===== src/rtl/gfx_command_queue.sv =====
// rtl/gfx_command_queue.sv - queues CPU graphics register writes and replays them to the graphics controller
module gfx_command_queue #(
  parameter int DEPTH      = 8,
  parameter int STROBE_CYC = 2,
  parameter int GAP_CYC    = 2,
  parameter int HOLDOFF    = 4
) (
  input  logic        i_clk,
  input  logic        i_reset_h,
  input  logic [6:0]  i_address_in,
  input  logic [15:0] i_data_in_from_cpu,
  input  logic        i_as_l,
  input  logic        i_rw,
  input  logic        i_uds_l,
  input  logic        i_lds_l,
  input  logic        i_graphics_cs_l,
  output logic [15:0] o_data_out_to_cpu,
  input  logic        i_gfx_idle_h,
  output logic [6:0]  o_gfx_address_out,
  output logic [15:0] o_gfx_data_out,
  output logic        o_gfx_as_l,
  output logic        o_gfx_cs_l,
  output logic        o_gfx_uds_l,
  output logic        o_gfx_lds_l,
  output logic        o_gfx_rw
);
  localparam int AW = (DEPTH > 1) ? $clog2(DEPTH) : 1;
  localparam int CW = $clog2(DEPTH + 1);

  typedef enum logic [2:0] {IDLE, LOAD, W_SETUP, W_STROBE, W_GAP, S_HOLDOFF, WAIT_IDLE} state_t;

  state_t         r_state, w_next;
  logic [7:0]     r_cnt;
  logic [2:0]     r_ptr;
  logic [111:0]   r_fifo [DEPTH];
  logic [AW-1:0]  r_wr_ptr, r_rd_ptr;
  logic [CW-1:0]  r_count;
  logic [15:0]    r_stage [6];
  logic [15:0]    r_rep [7];
  logic           r_overflow, r_as_l_prev;

  logic           w_accept, w_push, w_do_push, w_pop, w_full, w_empty, w_busy;
  logic           w_stage_hit;
  logic [2:0]     w_stage_sel;
  logic [111:0]   w_head;
  logic [15:0]    w_status;

  // One accept per AS_L assertion: only the first low cycle after a high one counts.
  assign w_accept  = !i_graphics_cs_l && !i_as_l && !i_rw && r_as_l_prev;
  assign w_push    = w_accept && (i_address_in == 7'd0);
  assign w_full    = (r_count == CW'(DEPTH));
  assign w_empty   = (r_count == '0);
  assign w_do_push = w_push && !w_full;
  assign w_pop     = (r_state == LOAD);
  assign w_busy    = (r_state != IDLE);
  assign w_head    = r_fifo[r_rd_ptr];
  assign w_status  = {r_overflow, w_full, w_empty, w_busy, 5'b0, 7'(r_count)};

  always_comb begin
    w_stage_hit = 1'b1;
    w_stage_sel = 3'd0;
    case (i_address_in)
      7'd1:    w_stage_sel = 3'd0;
      7'd2:    w_stage_sel = 3'd1;
      7'd3:    w_stage_sel = 3'd2;
      7'd4:    w_stage_sel = 3'd3;
      7'd7:    w_stage_sel = 3'd4;
      7'd8:    w_stage_sel = 3'd5;
      default: w_stage_hit = 1'b0;
    endcase
  end

  function automatic logic [6:0] field_index(input logic [2:0] ptr);
    case (ptr)
      3'd0:    field_index = 7'd1;
      3'd1:    field_index = 7'd2;
      3'd2:    field_index = 7'd3;
      3'd3:    field_index = 7'd4;
      3'd4:    field_index = 7'd7;
      3'd5:    field_index = 7'd8;
      default: field_index = 7'd0;
    endcase
  endfunction

  always_ff @(posedge i_clk) begin
    if (i_reset_h) begin
      r_state <= IDLE;
      r_cnt   <= '0;
    end else begin
      r_state <= w_next;
      r_cnt   <= (w_next != r_state) ? 8'd0 : r_cnt + 8'd1;
    end
  end

  always_comb begin
    w_next      = r_state;
    o_gfx_as_l  = 1'b1;
    o_gfx_cs_l  = 1'b1;
    o_gfx_rw    = 1'b1;
    o_gfx_uds_l = 1'b1;
    o_gfx_lds_l = 1'b1;
    if (r_state == W_SETUP || r_state == W_STROBE || r_state == W_GAP) begin
      o_gfx_cs_l  = 1'b0;
      o_gfx_rw    = 1'b0;
      o_gfx_uds_l = 1'b0;
      o_gfx_lds_l = 1'b0;
    end
    case (r_state)
      IDLE:      if (!w_empty && i_gfx_idle_h) w_next = LOAD;
      LOAD:      w_next = W_SETUP;
      W_SETUP:   w_next = W_STROBE;
      W_STROBE: begin
        o_gfx_as_l = 1'b0;
        if (r_cnt == 8'(STROBE_CYC - 1)) w_next = W_GAP;
      end
      W_GAP:     if (r_cnt == 8'(GAP_CYC - 1)) w_next = (r_ptr == 3'd6) ? S_HOLDOFF : W_SETUP;
      S_HOLDOFF: if (r_cnt == 8'(HOLDOFF - 1)) w_next = WAIT_IDLE;
      WAIT_IDLE: if (i_gfx_idle_h) w_next = IDLE;
      default:   w_next = IDLE;
    endcase
  end

  always_ff @(posedge i_clk) begin
    if (i_reset_h) begin
      r_as_l_prev       <= 1'b1;
      r_overflow        <= 1'b0;
      r_wr_ptr          <= '0;
      r_rd_ptr          <= '0;
      r_count           <= '0;
      r_ptr             <= '0;
      o_data_out_to_cpu <= '0;
      o_gfx_address_out <= '0;
      o_gfx_data_out    <= '0;
      for (int k = 0; k < 6; k++) r_stage[k] <= '0;
      for (int k = 0; k < 7; k++) r_rep[k] <= '0;
    end else begin
      r_as_l_prev <= i_as_l;
      if (w_accept && w_stage_hit) begin
        if (!i_uds_l) r_stage[w_stage_sel][15:8] <= i_data_in_from_cpu[15:8];
        if (!i_lds_l) r_stage[w_stage_sel][7:0]  <= i_data_in_from_cpu[7:0];
      end
      if (w_accept && i_address_in == 7'h3F) r_overflow <= 1'b0;
      if (w_push && w_full) r_overflow <= 1'b1;
      if (w_do_push) begin
        r_fifo[r_wr_ptr] <= {i_data_in_from_cpu, r_stage[5], r_stage[4], r_stage[3],
                             r_stage[2], r_stage[1], r_stage[0]};
        r_wr_ptr <= r_wr_ptr + 1'b1;
      end
      if (w_pop) r_rd_ptr <= r_rd_ptr + 1'b1;
      if (w_do_push && !w_pop)      r_count <= r_count + 1'b1;
      else if (!w_do_push && w_pop) r_count <= r_count - 1'b1;

      if (!i_graphics_cs_l && !i_as_l && i_rw) begin
        if (w_stage_hit)                o_data_out_to_cpu <= r_stage[w_stage_sel];
        else if (i_address_in == 7'h3F) o_data_out_to_cpu <= w_status;
        else                            o_data_out_to_cpu <= '0;
      end

      // Replay regs snapshot the popped entry so the FIFO slot can be refilled mid-replay.
      if (r_state == LOAD) begin
        for (int k = 0; k < 7; k++) r_rep[k] <= w_head[16*k +: 16];
        r_ptr             <= 3'd0;
        o_gfx_address_out <= field_index(3'd0);
        o_gfx_data_out    <= w_head[15:0];
      end else if (r_state == W_GAP && w_next == W_SETUP) begin
        r_ptr             <= r_ptr + 3'd1;
        o_gfx_address_out <= field_index(r_ptr + 3'd1);
        o_gfx_data_out    <= r_rep[r_ptr + 3'd1];
      end
    end
  end
endmodule


===== config.mk =====
export PLATFORM = sky130hd
export DESIGN_NAME = gfx_command_queue
export DESIGN_NICKNAME = d
export VERILOG_FILES = /design/src/rtl/gfx_command_queue.sv
export SDC_FILE = /design/constraint.sdc
export NUM_CORES = 1
export LEC_CHECK = 0
export CORE_MARGIN = 2
export CORE_UTILIZATION = 30
export CTS_CLUSTER_SIZE = 40
export DETAILED_ROUTE_END_ITERATION = 7
export SETUP_SLACK_MARGIN = 0.2
export SYNTH_ARGS = -nofsm -noshare
export SYNTH_HDL_FRONTEND = slang
export SYNTH_SLANG_ARGS = --single-unit

===== constraint.sdc =====
create_clock -name i_clk -period 23.2 [get_ports i_clk]
set_input_delay 4.64 -clock i_clk [delete_from_list [all_inputs] [get_ports i_clk]]
set_output_delay 4.64 -clock i_clk [all_outputs]
set_load 0.05 [all_outputs]

==> After elaboration in Yosys (flattened, before gate mapping) <==
Memories as Yosys holds them, arrays and structs flattened. A register that Yosys moved wholly into a read port is not among the register bits.
Cells that the tools add are included.
{ "totals": {"mem_bits_rw": 1104, "input_bits": 31, "regBits": 62, "wordCells": 136, "mem_count": 3, "out_inout_bits": 44} }
{ "op_classes": {"addsub": 6, "muxes": 50, "eq_ne": 24, "n_bitwise": 7, "reduce_logical": 34} }
{ "mem_list": {"columns": ["name", "depth", "width", "rd", "rd_ports_with_merged_regs", "write_ports", "line", "text"], "rows": [
  ["r_fifo", 8, 112, 1, 1, 1, "35", "logic [111:0] r_fifo [DEPTH];"],
  ["r_rep", 7, 16, 1, 0, 7, "39", "logic [15:0] r_rep [7];"],
  ["r_stage", 6, 16, 7, 0, 6, "38", "logic [15:0] r_stage [6];"]
]} }
{ "ops": {"columns": ["operator", "count"], "rows": [
  ["16-bit 2-to-1 mux", 12],
  ["3-bit 2-to-1 mux", 9],
  ["4-bit case mux with 6 select lines", 1],
  ["1-bit 2-to-1 mux", 23],
  ["3-bit case mux with 7 select lines", 1],
  ["3-bit equality test (second input constant)", 6],
  ["16-bit OR reduction", 1],
  ["3-bit by 2-bit equality test with 1-bit output (second input constant)", 5],
  ["3-bit case mux with 5 select lines", 1],
  ["7-bit by 2-bit equality test with 1-bit output (second input constant)", 2],
  ["7-bit by 3-bit equality test with 1-bit output (second input constant)", 2],
  ["1-bit logical AND", 13],
  ["3-bit by 1-bit adder with 3-bit output (second input constant)", 3],
  ["8-bit by 1-bit adder with 8-bit output (second input constant)", 1],
  ["8-bit by 1-bit equality test with 1-bit output (second input constant)", 1],
  ["8-bit by 2-bit equality test with 1-bit output (second input constant)", 1],
  ["4-bit 2-to-1 mux", 2],
  ["7-bit by 1-bit equality test with 1-bit output (second input constant)", 1],
  ["7-bit by 4-bit equality test with 1-bit output (second input constant)", 1],
  ["7-bit by 6-bit equality test with 1-bit output (second input constant)", 1],
  ["1-bit zero test", 7],
  ["7-bit zero test", 1],
  ["1-bit OR", 7],
  ["3-bit by 1-bit equality test with 1-bit output (second input constant)", 2],
  ["other kinds (12)", 17]
]} }

==> Logic depth before layout (Yosys ltp) <==
{ "depth": {"ltp_word": 10, "mapped_depth": 14, "depth_no_buf": 12} }

==> Least setup slack after synthesis <==
OpenSTA, ideal clock, no wires.
{ "synth_timing": {"kind": "input -> register", "from": "input i_address_in[3]", "to": "memory r_fifo[0][0] (enable)", "cell_stages": 6, "setup_ns": 0.896, "t_arrival_ns": 17.358, "slack_ns": 4.946, "path_buffers": 2, "t_required_ns": 22.304, "path_cell_list": "buf_4 > or4_1 > buf_2 > nor4_4 > nand2b_2 > nor4b_1"} }
{ "synth_between": {"elab_chain_len": 6} }
{ "synth_rtl": {"columns": ["item", "line", "text"], "rows": [
  ["from (decl)", "10", "input logic [6:0] i_address_in,"],
  ["7-bit zero test", "50", "assign w_push = w_accept && (i_address_in == 7'd0);"],
  ["1-bit logical AND", "50", null],
  ["1-bit logical AND", "53", "assign w_do_push = w_push && !w_full;"],
  ["1-bit 2-to-1 mux", "144", "if (w_do_push) begin"],
  ["1-bit 2-to-1 mux", "124", "if (i_reset_h) begin"],
  ["1-bit 2-to-1 mux (implied by the code)", "145", "r_fifo[r_wr_ptr] <= {i_data_in_from_cpu, r_stage[5], r_stage[4], r_stage[3],"],
  ["to (decl)", "35", null]
]} }
Every way passes these cells.

==> Worst setup path in the final report <==
{ "layout_timing": {"from": "input i_address_in[3]", "to": "memory r_fifo[7][108] (enable)"} }
Same word-level chain as after synthesis.

==> metrics.csv <==
stage;metric;value;unit
power_and_ir_drop;Final Power;4960;µW
cts;Post-CTS Setup Repair Bufs;0;
grt;vias in the first global route;24406;
place;placed cell areas;49700;µm²
cts;CTS sink cnt;1175;
place;DP HPWL;72000;µm
cts;Clock Path Buffers;3;
grt;most used routing layer;met2;
timing;Max Fclk;111;MHz
yosys;Post-synth top flop;edfxtp_1;
timing;Final Max Slew Viols;0;
cells_and_area;Design Area, Final;53300;µm²
die;Die Ht;398;µm
yosys;Mapped Area;46500;µm²
worst_setup_path;register-to-register setup slack;18830;ps
cts;TritonCTS Buffers;112;
timing;setup violators final;0;
die;Top Ports;75;
timing;minimum clock period after layout;8990;ps
timing;Worst Max-Slew Pin Slew;1330;ps
grt;All-Layer GR Usage;15.0;%
min_path;hold path start;o_gfx_data_out[1];
detailed_routing;vias;24611;
power_and_ir_drop;power density cells;93.1;nW/µm²
timing;clock skew;51.5;ps
detailed_routing;post-route ant nets;0;
timing;slew margin rel.;8.75;%
cts;clock-pin slew on the worst setup and hold paths;60;ps
grt;met1 usage;21.9;%
flow_run;max_cap viols;0;
cts;clock root cell;clkbuf_16;
min_path;hold depth;2;
detailed_routing;wirelength, routed;120000;µm
place;placed cells;4663;
grt;M2 GR Usage;23.0;%
worst_setup_path;R2R depth;8;
worst_setup_path;Startpoint Class;input port;
power_and_ir_drop;Static Leak;0.0166;µW
timing;setup TNS;0;ps
timing;Tcrit/Tclk final;38.8;%
timing;unrepaired setup endpoints after global routing;no;
cts;worst skew pair latency;740;ps
die;std cell rows;144;
cts;Hold Buf Count CTS;0;
worst_setup_path;Worst Path Class, Setup;in -> reg;
timing;Hold Vio Cnt, Final;0;
cells_and_area;Final nets;2779;
die;DIE AREA;158000;µm²
detailed_routing;drt pass-1 iters;6;
grt;initial antenna violation count;9;
yosys;EDFF count, synth;1110;
cells_and_area;P&R area growth vs syn;14.5;%
grt;total gr overflow;0;
worst_setup_path;Crit path required time;23520;ps
worst_setup_path;worst-path maximum fanout;46;
yosys;share of synthesized registers carrying an async set or reset;0;%
place;RePlAce Congestion;0.835;
detailed_routing;Residual DRC;0;
grt;M3 GR Usage;2.89;%
worst_setup_path;reg2reg start;r_as_l_prev;
power_and_ir_drop;worst vdd ir;0.0635;mV
min_path;WHS Endpoint;o_gfx_data_out[1];
cts;CTS tree;yes;
yosys;Seq/Total Area, Yosys;74.5;%
cells_and_area;share of cells above drive strength 1;17.1;%
yosys;Synth Area per Inst;17.6;µm²
min_path;Hold Crit Class;reg -> reg;
yosys;Ys Warns;0;
detailed_routing;routed vias/inst;5.05;
detailed_routing;WL/cell;24.6;µm
die;core area;154000;µm²
detailed_routing;First DRT Iteration DRCs;2628;
yosys;library cells used by synthesis;84;
outcome;status;complete, no violations;
worst_setup_path;arrival time of the worst setup path;9320;ps
yosys;synthesis-stage register bit count;1175;
place;Port Buffers;71;
cells_and_area;final core occ;34.6;%
cts;post-cts repair resize count;0;
worst_setup_path;worst flop-to-flop path endpoint;r_fifo[7][108];
grt;first-pass GRT wire length;173000;µm
yosys;Post-Synthesis Cells;2639;
cts;H-tree depth;3;
grt;largest net degree at the start of global routing;113;
die;Die Wd;398;µm
die;Initial Util;30.2;%
cells_and_area;Cell Count, Final, Fillers Out;4874;
cells_and_area;FILL cells;14459;
worst_setup_path;critical path capture point type;register;
logic make-up (layout without fill, tap and decap cells):
family          count (synthesis)  in the layout  synth area share, %
buf+inv                       167            348                 1.56
mux                           280            280                 12.2
other cells                     1             11              0.00806
flops                        1175           1175                 74.5
xor+xnor                       16             16                0.301
compound gates                371            371                 4.69
simple gates                  614            614                 6.36
fa+ha+maj                      15             15                0.420
stage by stage:
stage                     setup slack [ps]  hold slack, ps
after global routing                 13970             484
after global placement               13490             448
after detailed placement             13470             451
final                                14210             457
after floorplan                       4950             445
after CTS                            14220             460
per-layer routing:
layer,routed length (µm),vias to the layer above
met4,2050,2
met3,9670,166
met2,55100,927
li1,-,10575
met1,53200,12941
met5,18,-
where the power goes:
part / leakage [µW] / switching, µW / internal (µW)
sequential: 0.0109 / 76.3 / 2400
clock: 0.00174 / 801 / 982
combinational: 0.00387 / 401 / 299
worst max path at each step:
stage	start	endpoint	slack, ps	cells after the start
finish	i_address_in[3]	r_fifo[7][108]	14210	10
floorplan	i_address_in[3]	r_fifo[0][0]	4950	6
global route	i_address_in[3]	r_fifo[7][110]	13970	10
CTS	i_address_in[3]	r_fifo[7][108]	14220	10
detailed placement	i_address_in[3]	r_fifo[7][102]	13470	10
global placement	i_address_in[3]	r_fifo[7][108]	13490	10
layout by cell type, fill, tap and decap left out, drive strengths merged, types with 10 or more instances in the layout:
cell / netlist / routed
a21oi: 195 / 195
a22oi: 14 / 14
a31oi: 10 / 10
and2: 104 / 104
buf: 77 / 55
clkbuf: 75 / 146
clkdlybuf4s50: 0 / 69
clkinv: 1 / 53
dfxtp: 65 / 65
edfxtp: 1110 / 1110
ha: 14 / 14
inv: 14 / 16
mux2i: 50 / 50
mux4: 228 / 228
nand2: 294 / 294
nand3: 31 / 31
nor2: 99 / 99
nor2b: 15 / 15
nor3: 17 / 17
o211ai: 17 / 17
o21ai: 71 / 71
worst max-delay path: stages:
cell             delay, ps
clkdlybuf4s50_1        410
buf_4                  240
or4_1                  900
nor4_4                 400
nand2b_2               190
inv_2                  140
nand2_2                140
nor2_4                 650
buf_4                  770
buf_4                  680
sequential cells by signal (all words and copies together), names as in the netlist, 3 cells and up, named ones only:
register / cells
r_fifo: 896
r_rep: 112
r_stage: 102
o_data_out_to_cpu: 16
o_gfx_data_out: 16
r_cnt: 8
o_gfx_address_out: 4
r_count: 4
r_ptr: 3
r_rd_ptr: 3
r_state: 3
r_wr_ptr: 3
synthesized netlist by cell type (4+ instances only):
library cell,number,area (µm²)
edfxtp_1,1110,33300
nand2_1,291,1090
mux4_2,228,5130
a21oi_1,193,966
nor2_1,99,372
and2_1,96,601
clkbuf_1,75,282
o21ai_0,67,335
dfxtp_1,65,1300
mux2i_1,50,500
buf_2,38,190
nand3_1,30,150
buf_1,26,97.6
nor3_1,16,80.1
o211ai_1,16,120
nor2b_1,15,93.8
a22oi_1,14,105
ha_1,14,175
inv_1,13,48.8
buf_4,12,90.1
a31oi_1,9,56.3
xnor2_1,9,78.8
and2_0,8,50.1
o21a_1,8,60.1
xor2_1,7,61.3
a211oi_1,6,45.0
nand3b_1,5,37.5
o22ai_1,5,31.3
a211o_1,4,35.0
a21o_1,4,30.0
a32oi_1,4,35.0
and3_1,4,25.0
nand2b_1,4,25.0
nand4_1,4,25.0
o21ai_1,4,20.0
o22a_1,4,35.0
or2_2,4,25.0
layout make-up:
class | count | area (µm²) | share of cell area [%]
clock buffers | 146 | 2990 | 5.62
repair buffers | 124 | 1150 | 2.16
clock inverters | 63 | 594 | 1.12
well taps | 2044 | 2560 | 4.80
inverters | 15 | 58.8 | 0.110
diodes | 2 | 5.00 | 0.00940
multi-input cells | 1305 | 11200 | 21.1
flip-flops and latches | 1175 | 34600 | 65.1
Power figures use the tool's default switching activity.
